[src/rtl/vga_timing_pkg.sv]
// Shared 640x480@60 timing constants and decoder FSM states.
// The display generator uses the same constants so both ends agree on the mode.
package vga_timing_pkg;
  localparam int H_ACTIVE = 640;
  localparam int H_SYNC   = 96;
  localparam int H_BP     = 48;
  localparam int H_TOTAL  = 800;
  localparam int V_ACTIVE = 480;
  localparam int V_SYNC   = 2;
  localparam int V_BP     = 33;
  localparam int V_TOTAL  = 525;
  localparam int H_START  = H_SYNC + H_BP;
  localparam int V_START  = V_SYNC + V_BP;

  typedef enum logic [1:0] {SEARCH, MEASURE, LOCKED} state_t;
endpackage

[src/rtl/vga_edge_counter.sv]
// Sync edge detector plus saturating counter that clears on the sync falling edge.
// Horizontal use counts every tick; vertical use counts HSync falls.
module vga_edge_counter #(
  parameter int CW = 10
) (
  input  logic          clk,
  input  logic          rst,
  input  logic          pix_en,
  input  logic          sync,
  input  logic          inc,
  output logic          fall,
  output logic          rise,
  output logic [CW-1:0] cnt,
  output logic [CW-1:0] cnt_next
);
  logic q;

  assign fall = q & ~sync;
  assign rise = ~q & sync;

  always_comb begin
    cnt_next = cnt;
    if (fall) cnt_next = '0;
    else if (inc && cnt != '1) cnt_next = cnt + 1'b1;
  end

  always_ff @(posedge clk or negedge rst) begin
    if (!rst) begin
      q   <= 1'b1;
      cnt <= '0;
    end else if (pix_en) begin
      q   <= sync;
      cnt <= cnt_next;
    end
  end
endmodule

[src/rtl/vga_sync_decoder.sv]
// VGA receive side: recovers pixel coordinates from HSync/VSync, checks timing
// against the configured mode and declares lock after clean frames.
module vga_sync_decoder
  import vga_timing_pkg::*;
#(
  parameter int H_ACTIVE    = vga_timing_pkg::H_ACTIVE,
  parameter int H_SYNC      = vga_timing_pkg::H_SYNC,
  parameter int H_BP        = vga_timing_pkg::H_BP,
  parameter int H_TOTAL     = vga_timing_pkg::H_TOTAL,
  parameter int V_ACTIVE    = vga_timing_pkg::V_ACTIVE,
  parameter int V_SYNC      = vga_timing_pkg::V_SYNC,
  parameter int V_BP        = vga_timing_pkg::V_BP,
  parameter int V_TOTAL     = vga_timing_pkg::V_TOTAL,
  parameter int LOCK_FRAMES = 2,
  parameter int CW          = 10
) (
  input  logic          clk,
  input  logic          rst,
  input  logic          pix_en,
  input  logic          HSync,
  input  logic          VSync,
  input  logic [2:0]    rgb,
  output logic [CW-1:0] x,
  output logic [CW-1:0] y,
  output logic [2:0]    pix_rgb,
  output logic          pix_valid,
  output logic          frame_start,
  output logic          locked,
  output logic          timing_err
);
  localparam logic [CW-1:0] HEND  = CW'(H_TOTAL - 1);
  localparam logic [CW-1:0] HSEND = CW'(H_SYNC - 1);
  localparam logic [CW-1:0] VEND  = CW'(V_TOTAL - 1);
  localparam logic [CW:0]   VSW   = (CW+1)'(V_SYNC);
  localparam logic [CW-1:0] HST   = CW'(H_SYNC + H_BP);
  localparam logic [CW-1:0] HSP   = CW'(H_SYNC + H_BP + H_ACTIVE);
  localparam logic [CW-1:0] VST   = CW'(V_SYNC + V_BP);
  localparam logic [CW-1:0] VSP   = CW'(V_SYNC + V_BP + V_ACTIVE);
  localparam logic [7:0]    LF    = 8'(LOCK_FRAMES);

  logic          hs_fall, hs_rise, vs_fall, vs_rise;
  logic [CW-1:0] hcnt, hcnt_nx, vcnt, vcnt_nx;
  logic          viol, lock_nx, pix_ok;
  logic [7:0]    good;
  state_t        state;

  vga_edge_counter #(.CW(CW)) u_h (
    .clk(clk), .rst(rst), .pix_en(pix_en), .sync(HSync), .inc(1'b1),
    .fall(hs_fall), .rise(hs_rise), .cnt(hcnt), .cnt_next(hcnt_nx)
  );

  vga_edge_counter #(.CW(CW)) u_v (
    .clk(clk), .rst(rst), .pix_en(pix_en), .sync(VSync), .inc(hs_fall),
    .fall(vs_fall), .rise(vs_rise), .cnt(vcnt), .cnt_next(vcnt_nx)
  );

  assign viol = (hs_fall && hcnt != HEND) ||
                (hs_rise && hcnt != HSEND) ||
                (vs_fall && vcnt != VEND) ||
                (vs_rise && hs_fall && ({1'b0, vcnt} + 1'b1) != VSW);

  // Lock as it will be after this tick; pixels are gated by it so a violation
  // drops pix_valid in the same tick that locked falls.
  always_comb begin
    lock_nx = 1'b0;
    if (state == LOCKED) lock_nx = !viol;
    else if (state == MEASURE) lock_nx = !viol && vs_fall && (good + 1'b1 == LF);
  end

  assign pix_ok = lock_nx && hcnt_nx >= HST && hcnt_nx < HSP &&
                  vcnt_nx >= VST && vcnt_nx < VSP;

  always_ff @(posedge clk or negedge rst) begin
    if (!rst) begin
      state       <= SEARCH;
      good        <= '0;
      locked      <= 1'b0;
      timing_err  <= 1'b0;
      frame_start <= 1'b0;
    end else if (pix_en) begin
      locked      <= lock_nx;
      timing_err  <= viol && state != SEARCH;
      frame_start <= vs_fall;
      case (state)
        SEARCH: begin
          good <= '0;
          if (vs_fall) state <= MEASURE;
        end
        MEASURE: begin
          if (viol) state <= SEARCH;
          else if (vs_fall) begin
            good <= good + 1'b1;
            if (lock_nx) state <= LOCKED;
          end
        end
        LOCKED:  if (viol) state <= SEARCH;
        default: state <= SEARCH;
      endcase
    end
  end

  always_ff @(posedge clk or negedge rst) begin
    if (!rst) begin
      pix_valid <= 1'b0;
      x         <= '0;
      y         <= '0;
      pix_rgb   <= '0;
    end else if (pix_en) begin
      pix_valid <= pix_ok;
      if (pix_ok) begin
        x       <= hcnt_nx - HST;
        y       <= vcnt_nx - VST;
        pix_rgb <= rgb;
      end
    end
  end
endmodule

[config.mk]
export PLATFORM = sky130hd
export DESIGN_NAME = vga_sync_decoder
export DESIGN_NICKNAME = d
export VERILOG_FILES = /design/src/rtl/vga_timing_pkg.sv /design/src/rtl/vga_edge_counter.sv /design/src/rtl/vga_sync_decoder.sv
export SDC_FILE = /design/constraint.sdc
export NUM_CORES = 1
export LEC_CHECK = 0
export BUFFER_PORTS_ARGS = -buffer_cell sky130_fd_sc_hd__buf_2
export CAP_MARGIN = 20
export CORE_MARGIN = 2
export CORE_UTILIZATION = 53
export CTS_BUF_LIST = sky130_fd_sc_hd__clkbuf_8
export DETAILED_ROUTE_END_ITERATION = 10
export GPL_ROUTABILITY_DRIVEN = 0
export GPL_TIMING_DRIVEN = 0
export PLACE_DENSITY = 0.69
export SYNTH_ARGS = -nofsm -noshare
export SYNTH_HDL_FRONTEND = slang
export SYNTH_SLANG_ARGS = --single-unit
[constraint.sdc]
create_clock -name clk -period 6.5 [get_ports clk]
set_input_delay 0 -clock clk [delete_from_list [all_inputs] [get_ports clk]]
set_output_delay 0 -clock clk [all_outputs]
set_load 0.05 [all_outputs]
# After elaboration in Yosys (flattened, before gate mapping)

Cells that the tools add are included.

Register bits: 59
Latch bits: 0
Memory bits (writable): 0
Memory bits (read-only): 0
Input bits: 8
Output and inout port bits: 27
Logic and storage cells: 84
Memories kept: 0

Add/subtract/negate cells: 6
Multiply operators: 0
Divide/modulo/power cells: 0
Order comparisons: 4
Equal/unequal tests: 15
Shifts and indexed selects: 0
Muxes and demuxes: 15
Bitwise logic cells: 8
Reductions and logical operators: 23

Operators with widths:

| kind                  | number |
|---|---|
| $mux 10               | 4 |
| $ne 10x10->1 const B  | 4 |
| $add 10x1->10 const B | 2 |
| $lt 10x10->1 const B  | 2 |
| $mux 8                | 2 |
| $pmux 8 s2            | 1 |
| $logic_and 1x1->1     | 13 |
| $add 10x1->11 const B | 1 |
| $ne 11x2->1 const B   | 1 |
| $ge 10x6->1 const B   | 1 |
| $ge 10x8->1 const B   | 1 |
| $mux 2                | 5 |
| $ne 10x7->1 const B   | 1 |
| $sub 10x6->10 const B | 1 |
| $sub 10x8->10 const B | 1 |
| $add 8x1->8 const B   | 1 |
| $eq 8x2->1 const B    | 1 |
| $ne 2x2->1 const B    | 4 |
| $ne 3x3->1 const B    | 2 |
| $pmux 2 s3            | 1 |
| $reduce_and 5->1      | 1 |
| $and 1x1->1           | 4 |
| $not 1->1             | 4 |
| $reduce_and 4->1      | 1 |
| 8 further kinds       | 12 |

# Longest topological paths before layout

Gate-level depths: netlist (run 1).

Depth in word-level cells: 16
Mapped depth: 15

# Modules after synthesis

Synthesis (run 1) repeated with hierarchy kept, for this count alone.

Cell total of the unflattened synthesis: 382
Area, all modules: 3,763.6 um^2

Modules (own cells, without submodules):

| module           | times used | cells each | area each (um^2) |
|---|---|---|---|
| vga_sync_decoder | 1          | 198        | 2,139.6 |
| vga_edge_counter | 2          | 92         | 812.0 |

# Least setup slack after synthesis (run 1)

Ideal clock, no wire load.

Kind: register to register
Start: register u_h.cnt[0]
End: register x[0]
Data arrival time: 3.358 ns
Data required time: 6.375 ns
Setup slack: 3.017 ns
Stages on the path, launching flop included: 15
Buffers on the path: 4
Path through: dfrtp_1 ha_1 buf_4 and4_1 buf_6 a311oi_1 mux2i_1 ha_1 a21boi_1 or2b_2 o221a_1 o2111a_1 buf_6 buf_12 mux2_4

Longest elaborated chain between the ends: 15
Elaborated cells on any way between the ends: 24
Classes of those cells: 2 x add/sub; 2 x order compare; 3 x eq/ne; 4 x mux; 13 x reduce/logical

RTL lines:

| item                                                                   | RTL line                | source |
|---|---|---|
| from (decl)                                                            | vga_edge_counter.sv:13  | `output logic [CW-1:0] cnt,` |
| from (signal assigned)                                                 | vga_edge_counter.sv:33  | `cnt <= cnt_next;` |
| parallel branches: the longest is 15 deep, another holds $add 10x1->10 | --                      |  |
| to (signal assigned)                                                   | vga_sync_decoder.sv:111 | `x <= hcnt_nx - HST;` |
| to (decl)                                                              | vga_sync_decoder.sv:23  | `output logic [CW-1:0] x,` |

Parallel ways; which one is timed is not known.
A chain may end at the register's enable or synchronous reset.

# Worst setup path after layout (run 1)

Start: register u_h.cnt[0]
End: register y[5]

Longest elaborated chain between the ends: 15
Elaborated cells on any way between the ends: 23
Classes of those cells: 1 x add/sub; 2 x order compare; 3 x eq/ne; 4 x mux; 13 x reduce/logical

RTL lines:

| item                                                                   | RTL line                | source |
|---|---|---|
| parallel branches: the longest is 11 deep, another holds $add 10x1->10 | --                      |  |
| $logic_and 1x1->1 * (2 in series)                                      | vga_sync_decoder.sv:70  | `assign pix_ok = lock_nx && hcnt_nx >= HST && hcnt_nx < HSP &&` |
| $logic_and 1x1->1 *                                                    | vga_sync_decoder.sv:71  | `vcnt_nx >= VST && vcnt_nx < VSP;` |
| $reduce_and 2->1 (no line) *                                           | --                      |  |
| to (signal assigned)                                                   | vga_sync_decoder.sv:112 | `y <= vcnt_nx - VST;` |
| to (decl)                                                              | vga_sync_decoder.sv:24  | `output logic [CW-1:0] y,` |

Every way passes the cells marked *.

==> results of run 1 <==
==> cells in the final DEF, fill, tap and decap left out, drive strengths merged, types with 3 or more instances in the layout <==
master,synthesis,routed
a211oi,3,3
a21oi,15,15
a311oi,4,4
a31oi,7,7
a32o,3,3
and2,9,9
and3,11,11
buf,16,50
clkbuf,10,19
clkinv,0,3
dfrtp,57,57
dlygate4sd3,0,6
ha,9,9
inv,14,14
mux2,32,32
mux2i,6,6
nand2,29,29
nand2b,3,3
nand3,14,14
nand4,10,10
nor2,24,24
nor2b,4,4
nor3,7,7
o21ai,24,24
o31ai,12,12
o41ai,3,3
or2b,4,4
or3,3,3
or4,3,3
xnor2,10,10
xor2,5,5
==> logic make-up after synthesis <==
kind of cell             synth area share [%]
multiplexers                             12.0
buffers and inverters                    7.13
adder cells (fa/ha/maj)                  2.80
flip-flops                               36.8
AO/OA/AOI/OAI                            19.2
AND/OR/NAND/NOR                          18.8
XOR/XNOR                                 3.27
==> routing by layer <==
| metal | global-route usage, % | part of all wire [%] |
|---|---|---|
| met1 | 33.3 | 48 |
| met2 | 36.9 | 46 |
| met3 | 5.15 | 4.9 |
| met4 | 9.34 | 1.6 |
| met5 | 0 | 0 |
==> registers in the layout, summed over array words and instances, names as in the netlist, 2 cells and up <==
register,flops
x,10
pix_rgb,3
y,10
u_v.cnt,10
good,8
state,2
u_h.cnt,10
==> through the flow <==
| stage | setup WS, ns | util, % | std cells | instance area [um2] |
|---|---|---|---|---|
| 2_1_floorplan | 3.02 | - | 397 | 4020 |
| 3_3_place_gp | 2.54 | 59.1 | 529 | 4310 |
| 3_5_place_dp | 2.53 | 59.3 | 530 | 4330 |
| 4_1_cts | 2.42 | 62.6 | 550 | 4570 |
| 5_1_grt | 2.29 | 62.6 | 550 | 4570 |
| 6_report | 2.43 | 62.6 | 550 | 4570 |
==> what timing repair did <==
item / in CTS / in global routing
endpoints found under the setup margin: 0 / 0
endpoints found under the hold margin: 29 / 0
hold buffers: 6 / 0
==> layout make-up <==
class,instances,area (um2)
Clock inverter,5,56.3
Fill cell,639,2730
Buffer,26,234
Sequential cell,59,1480
Inverter,14,52.6
Clock buffer,9,124
Multi-Input combinational cell,298,2250
Timing Repair Buffer,40,245
Tap cell,99,124
==> cells in the mapped netlist (3+ instances only) <==
library cell	count
o31ai_1	12
or2b_2	3
inv_1	14
a31oi_1	4
and3_1	9
ha_1	9
a21oi_1	15
mux2i_1	6
nor2_1	23
a32o_1	3
o21ai_0	24
mux2_2	16
clkbuf_1	5
nand4_1	10
buf_4	6
mux2_4	16
nand2_1	29
or3_1	3
and2_1	7
xor2_1	5
nor3_1	6
xnor2_1	10
o41ai_1	3
buf_6	5
dfrtp_1	57
clkbuf_8	4
nand3_1	13
nor2b_1	4
==> worst min path at each step <==
| stage | cells past startpoint | from | end | slack (ns) |
|---|---|---|---|---|
| floorplan | 0 | rst | frame_start$_DFFE_PN0P_ | -0.30 |
| global placement | 2 | rgb[2] | pix_rgb[2]$_DFFE_PN0P_ | 0.23 |
| detailed placement | 1 | rst | good[4]$_DFFE_PN0P_ | 0.04 |
| CTS | 2 | rst | good[4]$_DFFE_PN0P_ | 0.19 |
| global route | 2 | rst | good[4]$_DFFE_PN0P_ | 0.25 |
| finish | 2 | rst | good[4]$_DFFE_PN0P_ | 0.19 |
==> worst register-to-register path: stages, from the launching register on <==
cell       delay, ns
dfrtp_1         0.46
ha_1            0.23
buf_4           0.16
and4_1          0.21
buf_6           0.14
a311oi_1        0.37
mux2i_1         0.43
ha_1            0.23
nand2b_1        0.05
a2111oi_0       0.60
o221a_1         0.29
o2111a_1        0.19
buf_6           0.15
buf_12          0.16
mux2_4          0.31
==> report_power, final <==
| group | internal [mW] | switching (mW) | leakage, nW |
|---|---|---|---|
| Combinational | 0.0732 | 0.110 | 1.16 |
| Sequential | 0.386 | 0.0193 | 0.793 |
| Clock | 0.172 | 0.150 | 0.0909 |
| Total | 0.631 | 0.280 | 2.05 |
==> results.tsv, run 1 <==
metric	value	unit
avgViaCountPerCell	6.04	
drt_wl_total	9.44	mm
cp-endpoint	y[5]$_DFFE_PN0P_	
finalPower	911	uW
path_cells	ha_1 -> buf_4 -> and4_1 -> buf_6 -> a311oi_1 -> mux2i_1 -> ha_1 -> nand2b_1 -> a2111oi_0 -> o221a_1 -> o2111a_1 -> buf_6 -> buf_12 -> mux2_4	
cts_sinks	59	
crit_path_max_incr_delay	0.60	ns
rr_endpoint	y[5]$_DFFE_PN0P_	
clockRootBuffer	clkbuf_8	
worst_pin_slew	0.845	ns
ys_seq_elements	59	
clockBufferDepth	2	
grt_pass1_vias	3201	
crit_path_start	u_h.cnt[0]$_DFFE_PN0P_	
yosys-top-cells-area	dfrtp_1 36%, mux2_4 6.0%, mux2_2 4.5%	
tns	0	ns
grt-ovfl-total	0	
critPathKind	reg -> reg	
post_synth_num_cell_types	84	
port_buffers	33	
syn_avg_cell_area	10.1	um2
yosys_warnings	0	
final.setup_skew	0.00923	ns
die_h	91.1	um
status	finished, final reports clean	
hold_path_class	in -> async	
synthFlopType	dfrtp_1	
cp_top_family	compound AO/OA/AOI/OAI gates	
cts-buffers-inserted	9	
synth_area	4020	um2
grt_first_pass_wirelength	15.9	mm
power_density	200	nW/um2
grt.total_usage	24.0	%
cts-resized-gates	0	
area_growth	13.7	%
fp.dieArea	8290	um2
finalNetCount	465	
yosysTopAreaCell	dfrtp_1	
antenna_found_initial	0	
rrSetupSlack	2.43	ns
cts.clk_slew.worst_paths	0.07	ns
total_leakage_power	2.05	nW
hold_slack	0.186	ns
diodes	0	
path_depth	14	
synth_edf_count	0	
synth_top_area_share	35.5	%
fin_crit	4.07	ns
crit_path_end_kind	flip-flop	
postRouteAntennaNets	0	
setup-violations-final	0	
finalHoldViolCount	0	
core_area	7290	um2
irDropWorstVdd	0.160	mV
syn-num-nets	414	
pin_count	35	
initial_core_util	55.1	%
ys_async_sr_fraction	100	%
crit_arrival	4.29	ns
htreeDepth	3	
drc	0	
slew_headroom	43.2	%
regToRegStartpoint	u_h.cnt[0]$_DFFE_PN0P_	
rr_worst_depth	14	
cts_setup_buffers	0	
syn_inst	397	
dp_hpwl	6.51	mm
avgRoutedWirePerCell	17.2	um
via_count	3320	
startpoint_type	flip-flop	
cts_tree	built	
drive_gt1_share	27.3	%
drt-initial-drc-count	197	
insertion_delay	0.34	ns
fmaxAchievable	246	MHz
fin_crit_sh	62.6	%
std_cell_rows	31	
crit_slowest_cell	a2111oi_0	
max_cap_viol_count	0	
dieWidth	91.1	um
crit_fanout	10	
drt-pass1-iter-count	6	
grt_max_degree	36	
cp.required	6.72	ns
slew_violations	0	
path_buf_inv	4	
rsz0062_at_grt	false	
seq_area_frac_synth	36.8	%
Power figures use the tool's default switching activity.
==> run 2: changes to the inputs <==
clock period = 4.1 ns   (was 6.5 ns; I/O delays follow)
==> results.tsv, run 2 (same netlist as run 1, synthesis figures left out) <==
metric	value	unit	change
tns	0	ns	unchanged
cts-buffers-inserted	9		unchanged
switching_share	30.8	%	+0.084 points
insertion_delay	0.34	ns	about the same
status	finished, final reports clean		
drt_wl_total	9.43	mm	about the same
layout_setup_ws	0.254	ns	-2.17 ns
final.setup_skew	0.00830	ns	-0.000929 ns
port_buffers	33		unchanged
clockRootBuffer	clkbuf_8		
fp.dieArea	8290	um2	unchanged
rr_endpoint	x[9]$_DFFE_PN0P_		
grt_pass1_vias	3201		unchanged
power_density	316	nW/um2	+58%
startpoint_type	flip-flop		
regToRegStartpoint	u_h.cnt[0]$_DFFE_PN0P_		
drive_gt1_share	27.7	%	+0.44 points
seqPwrFrac	44.4	%	about the same
drt-initial-drc-count	199		+1.0%
cts_sinks	59		unchanged
dieWidth	91.1	um	unchanged
slew_headroom	43.2	%	about the same
p_sw	446	uW	+59%
rsz0062_at_grt	false		
combinationalPowerShare	20.2	%	about the same
clockBufferDepth	2		unchanged
diodes	0		unchanged
drc	0		unchanged
pin_count	35		unchanged
antenna_found_initial	0		unchanged
total_leakage_power	2.05	nW	about the same
p_clk_share	35.4	%	about the same
avgViaCountPerCell	6.04		+0.12%
grt-ovfl-total	0		unchanged
hold_slack	0.187	ns	+0.000283 ns
layout_common_cells	57 x dfrtp_1, 35 x buf_2, 29 x nand2_1		
initial_core_util	55.1	%	unchanged
fin_crit	3.85	ns	-0.226 ns
fmaxAchievable	260	MHz	+5.9%
cts.clk_slew.worst_paths	0.07	ns	about the same
die_h	91.1	um	unchanged
dp_slack	0.135	ns	-2.40 ns
crit_arrival	4.06	ns	-0.23 ns
grt.total_usage	24.0	%	unchanged
crit_path_end_kind	flip-flop		
fin_crit_sh	93.8	%	+31 points
hold_path_class	in -> async		
max_cap_viol_count	0		unchanged
avgRoutedWirePerCell	17.2	um	about the same
slew_violations	0		unchanged
core_area	7290	um2	unchanged
drt-pass1-iter-count	6		unchanged
grt_max_degree	36		unchanged
worst_pin_slew	0.845	ns	-0.000199 ns
area_growth	14.0	%	
dp_hpwl	6.51	mm	unchanged
setup-violations-final	0		unchanged
finalNetCount	465		unchanged
p_int	1.00	mW	+59%
cp.required	4.32	ns	-2.40 ns
rr_worst_depth	14		unchanged
crit_fanout	10		unchanged
via_count	3324		+0.12%
mostFrequentLayoutCell	dfrtp_1		
std_cell_rows	31		unchanged
postRouteAntennaNets	0		unchanged
cts_setup_buffers	0		unchanged
rrSetupSlack	0.25	ns	-2.17 ns
critPathKind	reg -> reg		
irDropWorstVdd	0.256	mV	+60%
finalHoldViolCount	0		unchanged
htreeDepth	3		unchanged
grt_first_pass_wirelength	15.9	mm	unchanged
cts_tree	built		
-- run 2: cell counts in the layout (fill, tap and decap cells not counted) --
Identical to the previous run, type by type.
-- run 2: worst max-delay path: stages (launching register included) --
cell and delay [ns]:
dfrtp_1 0.46, ha_1 0.23, buf_4 0.16, and4_1 0.21
buf_6 0.14, a311oi_2 0.31, mux2i_2 0.37, ha_1 0.26
a21boi_1 0.29, or2b_2 0.33, o221a_1 0.26, o2111a_1 0.13
buf_6 0.14, buf_12 0.15, mux2_4 0.30
-- run 2: cell type report --
| cell class | instances | area (um2) |
|---|---|---|
| Fill cell | 637 | 2710 |
| Multi-Input combinational cell | 298 | 2260 |
| Sequential cell | 59 | 1480 |
| Timing Repair Buffer | 40 | 245 |
| Buffer | 26 | 234 |
| Clock buffer | 9 | 124 |
| Tap cell | 99 | 124 |
| Clock inverter | 5 | 56.3 |
| Inverter | 14 | 52.6 |
-- run 2: per-layer routing --
layer	vias up	GRT usage, %	part of all wire, %
li1	1576	-	-
met1	1610	33.3	46
met2	117	36.9	46
met3	21	5.15	6.0
met4	0	9.34	1.7
met5	-	0	0
-- run 2: power by group through the flow --
stage	clock network (mW)	registers, mW	logic (mW)
floorplan	0	0.666	0.190
global placement	0	0.652	0.276
detailed placement	0	0.653	0.282
CTS	0.526	0.642	0.291
global route	0.548	0.647	0.323
finish	0.512	0.642	0.292
-- run 2: per-stage QoR --
stage / area, um2 / cells / util (%) / total power [mW]
global route: 4580 / 550 / 62.8 / 1.52
CTS: 4570 / 550 / 62.6 / 1.46
global placement: 4310 / 529 / 59.1 / 0.927
detailed placement: 4330 / 530 / 59.3 / 0.935
finish: 4580 / 550 / 62.8 / 1.45
floorplan: 4020 / 397 / - / 0.856
-- run 2: timing repair --
item	in CTS	in global routing
hold buffers	6	0
endpoints found under the setup margin	0	16
gates resized for setup	0	3
hold endpoints to repair	29	0
-- run 2: worst max-delay path by stage --
stage                                 from  slack [ns]                to  cells after the start
floorplan           u_h.cnt[0]$_DFFE_PN0P_        0.62  x[0]$_DFFE_PN0P_                     14
global placement    u_h.cnt[0]$_DFFE_PN0P_        0.14  x[1]$_DFFE_PN0P_                     14
detailed placement  u_h.cnt[0]$_DFFE_PN0P_        0.13  y[4]$_DFFE_PN0P_                     14
CTS                 u_h.cnt[0]$_DFFE_PN0P_        0.02  x[4]$_DFFE_PN0P_                     14
global route        u_h.cnt[0]$_DFFE_PN0P_        0.08  y[9]$_DFFE_PN0P_                     14
finish              u_h.cnt[0]$_DFFE_PN0P_        0.25  x[9]$_DFFE_PN0P_                     14
==> run 3: changes to the inputs <==
--- a/config.mk
+++ b/config.mk
@@ -9,3 +9,2 @@
 export CAP_MARGIN = 20
-export CORE_MARGIN = 2
 export CORE_UTILIZATION = 53
==> constraint.sdc (replaced) <==
create_clock -name clk -period 4.1 [get_ports clk]
set_input_delay 0.41 -clock clk [delete_from_list [all_inputs] [get_ports clk]]
set_output_delay 0.41 -clock clk [all_outputs]
set_load 0.05 [all_outputs]
==> results.tsv, run 3 (same netlist as run 1, synthesis figures left out) <==
metric	value	unit	change
status	finished, final reports clean		
setup-violations-final	0		unchanged
seq_area	1480	um2	unchanged
route.met3.wl	400	um	-29%
initial_core_util	55.1	%	unchanged
startpoint_type	flip-flop		
p_sw	450	uW	+0.99%
crit_path_max_incr_delay	0.45	ns	about the same
critPathKind	reg -> reg		
regToRegStartpoint	u_h.cnt[0]$_DFFE_PN0P_		
top_layer	met4		
path_cells	ha_1 -> buf_4 -> and4_1 -> buf_6 -> a311oi_1 -> mux2i_1 -> ha_1 -> a21boi_1 -> or2b_2 -> o221a_1 -> o2111a_1 -> buf_6 -> buf_12 -> mux2_4		
switching_share	29.1	%	-1.7 points
mostFrequentLayoutCell	dfrtp_1		
drive_gt1_share	28.0	%	+0.25 points
rsz0062_at_grt	false		
htreeDepth	3		unchanged
drt_wl_total	9.26	mm	-1.9%
crit_path_end_kind	flip-flop		
rr_endpoint	y[5]$_DFFE_PN0P_		
grt.total_usage	25.3	%	+1.2 points
grt_first_pass_wirelength	15.0	mm	-6.1%
insertion_delay	0.35	ns	about the same
antenna_found_initial	0		unchanged
crit_arrival	4.17	ns	+0.11 ns
rrSetupSlack	0.16	ns	-0.09 ns
cts_tree	built		
avgViaCountPerCell	6.01		-0.60%
wl_met1	4.47	mm	+2.8%
finalNetCount	459		-1.3%
die_h	89.1	um	-2.2%
max_cap_viol_count	0		unchanged
clockBufferDepth	2		unchanged
wl_met2	4.17	mm	-4.2%
tns	0	ns	unchanged
core_area	7290	um2	unchanged
p_int	1.10	mW	+9.6%
dieWidth	89.1	um	-2.2%
rr_worst_depth	14		unchanged
irDropWorstVdd	0.186	mV	-27%
fillCellCount	643		+0.94%
crit_fanout	10		unchanged
fmaxAchievable	254	MHz	-2.4%
crit_slowest_cell	dfrtp_1		
grt-ovfl-total	0		unchanged
layout_common_cells	57 x dfrtp_1, 35 x buf_2, 29 x nand2_1		
drc	0		unchanged
p_clk_share	39.9	%	+4.5 points
drt-initial-drc-count	213		+7.0%
worst_pin_slew	0.805	ns	-0.0404 ns
hold_path_class	in -> async		
drt-pass1-iter-count	4		-2
diodes	0		unchanged
multi_input_area	2260	um2	-0.22%
fin_crit	3.94	ns	+0.0937 ns
slew_headroom	45.7	%	+2.4 points
total_leakage_power	2.05	nW	about the same
fp.dieArea	7930	um2	-4.3%
grt_pass1_vias	2960		-7.5%
power_density	339	nW/um2	+7.3%
cts_hold_buffers	0		-6
grt_max_degree	38		+5.6%
via_count	3280		-1.3%
port_buffers	33		unchanged
finalHoldViolCount	0		unchanged
cts_sinks	59		unchanged
pin_count	35		unchanged
final_util	62.5	%	-0.24 points
postRouteAntennaNets	0		unchanged
slew_violations	0		unchanged
seqPwrFrac	41.6	%	-2.8 points
area_growth	13.5	%	
cts.clk_slew.worst_paths	0.08	ns	about the same
dp_hpwl	6.51	mm	about the same
final.setup_skew	0.00995	ns	+0.00165 ns
avgRoutedWirePerCell	17.0	um	-1.1%
cts-buffers-inserted	9		unchanged
fin_crit_sh	96.1	%	+2.3 points
clockRootBuffer	clkbuf_8		
cp.required	4.33	ns	about the same
std_cell_rows	31		unchanged
combinationalPowerShare	18.5	%	-1.7 points
[run 3: power by group through the flow]
stage          Clock (mW)  Sequential, mW  Combinational [mW]
2_1_floorplan           0           0.666               0.190
3_3_place_gp            0           0.652               0.276
3_5_place_dp            0           0.653               0.282
4_1_cts             0.626           0.643               0.283
5_1_grt             0.650           0.648               0.314
6_report            0.617           0.643               0.286
[run 3: worst max path at each step]
stage	start	to	slack, ns	depth (start not counted)
after floorplan	u_h.cnt[0]$_DFFE_PN0P_	x[0]$_DFFE_PN0P_	0.62	14
after global placement	u_h.cnt[0]$_DFFE_PN0P_	y[5]$_DFFE_PN0P_	0.09	14
after detailed placement	u_h.cnt[0]$_DFFE_PN0P_	y[5]$_DFFE_PN0P_	0.06	14
after CTS	u_h.cnt[0]$_DFFE_PN0P_	y[5]$_DFFE_PN0P_	0.05	14
after global routing	u_h.cnt[0]$_DFFE_PN0P_	x[0]$_DFFE_PN0P_	0.02	14
final	u_h.cnt[0]$_DFFE_PN0P_	y[5]$_DFFE_PN0P_	0.16	14
[run 3: routing by layer]
layer	global-route usage, %	vias up
met5	0	-
met3	5.45	19
met4	10.7	0
met2	37.6	89
met1	35.7	1606
li1	-	1566
[run 3: cell type report]
type                       instances  area share [%]
inverter                          14            1.15
multi-input combinational        298            49.5
tap                               99            2.72
clock inverter                     5            1.67
buffer                            26            5.13
clock buffer                      11            3.32
sequential                        59            32.4
timing repair buffer              34            4.06
[run 3: stage by stage]
step / area (um2) / hold WS [ns] / cells / total power, mW / setup slack, ns
4_1_cts: 4550 / 0.0551 / 546 / 1.55 / 0.0455
6_report: 4560 / 0.0320 / 546 / 1.55 / 0.161
3_5_place_dp: 4330 / 0.429 / 530 / 0.935 / 0.0630
5_1_grt: 4560 / 0.0781 / 546 / 1.61 / 0.0245
2_1_floorplan: 4020 / 0.114 / 397 / 0.856 / 0.617
3_3_place_gp: 4310 / 0.468 / 529 / 0.928 / 0.0893
[run 3: timing repair]
| action | CTS | global route |
|---|---|---|
| resized for setup | 0 | 2 |
| setup endpoints to repair | 0 | 23 |
| setup buffers | 0 | 0 |
[run 3: critical path, delay by kind of cell, from the launching register on]
family	cells	cell delay, ns
compound gates	4	1.05
fa+ha+maj	2	0.48
buf+inv	4	0.59
flops	1	0.45
mux	2	0.71
simple gates	2	0.54
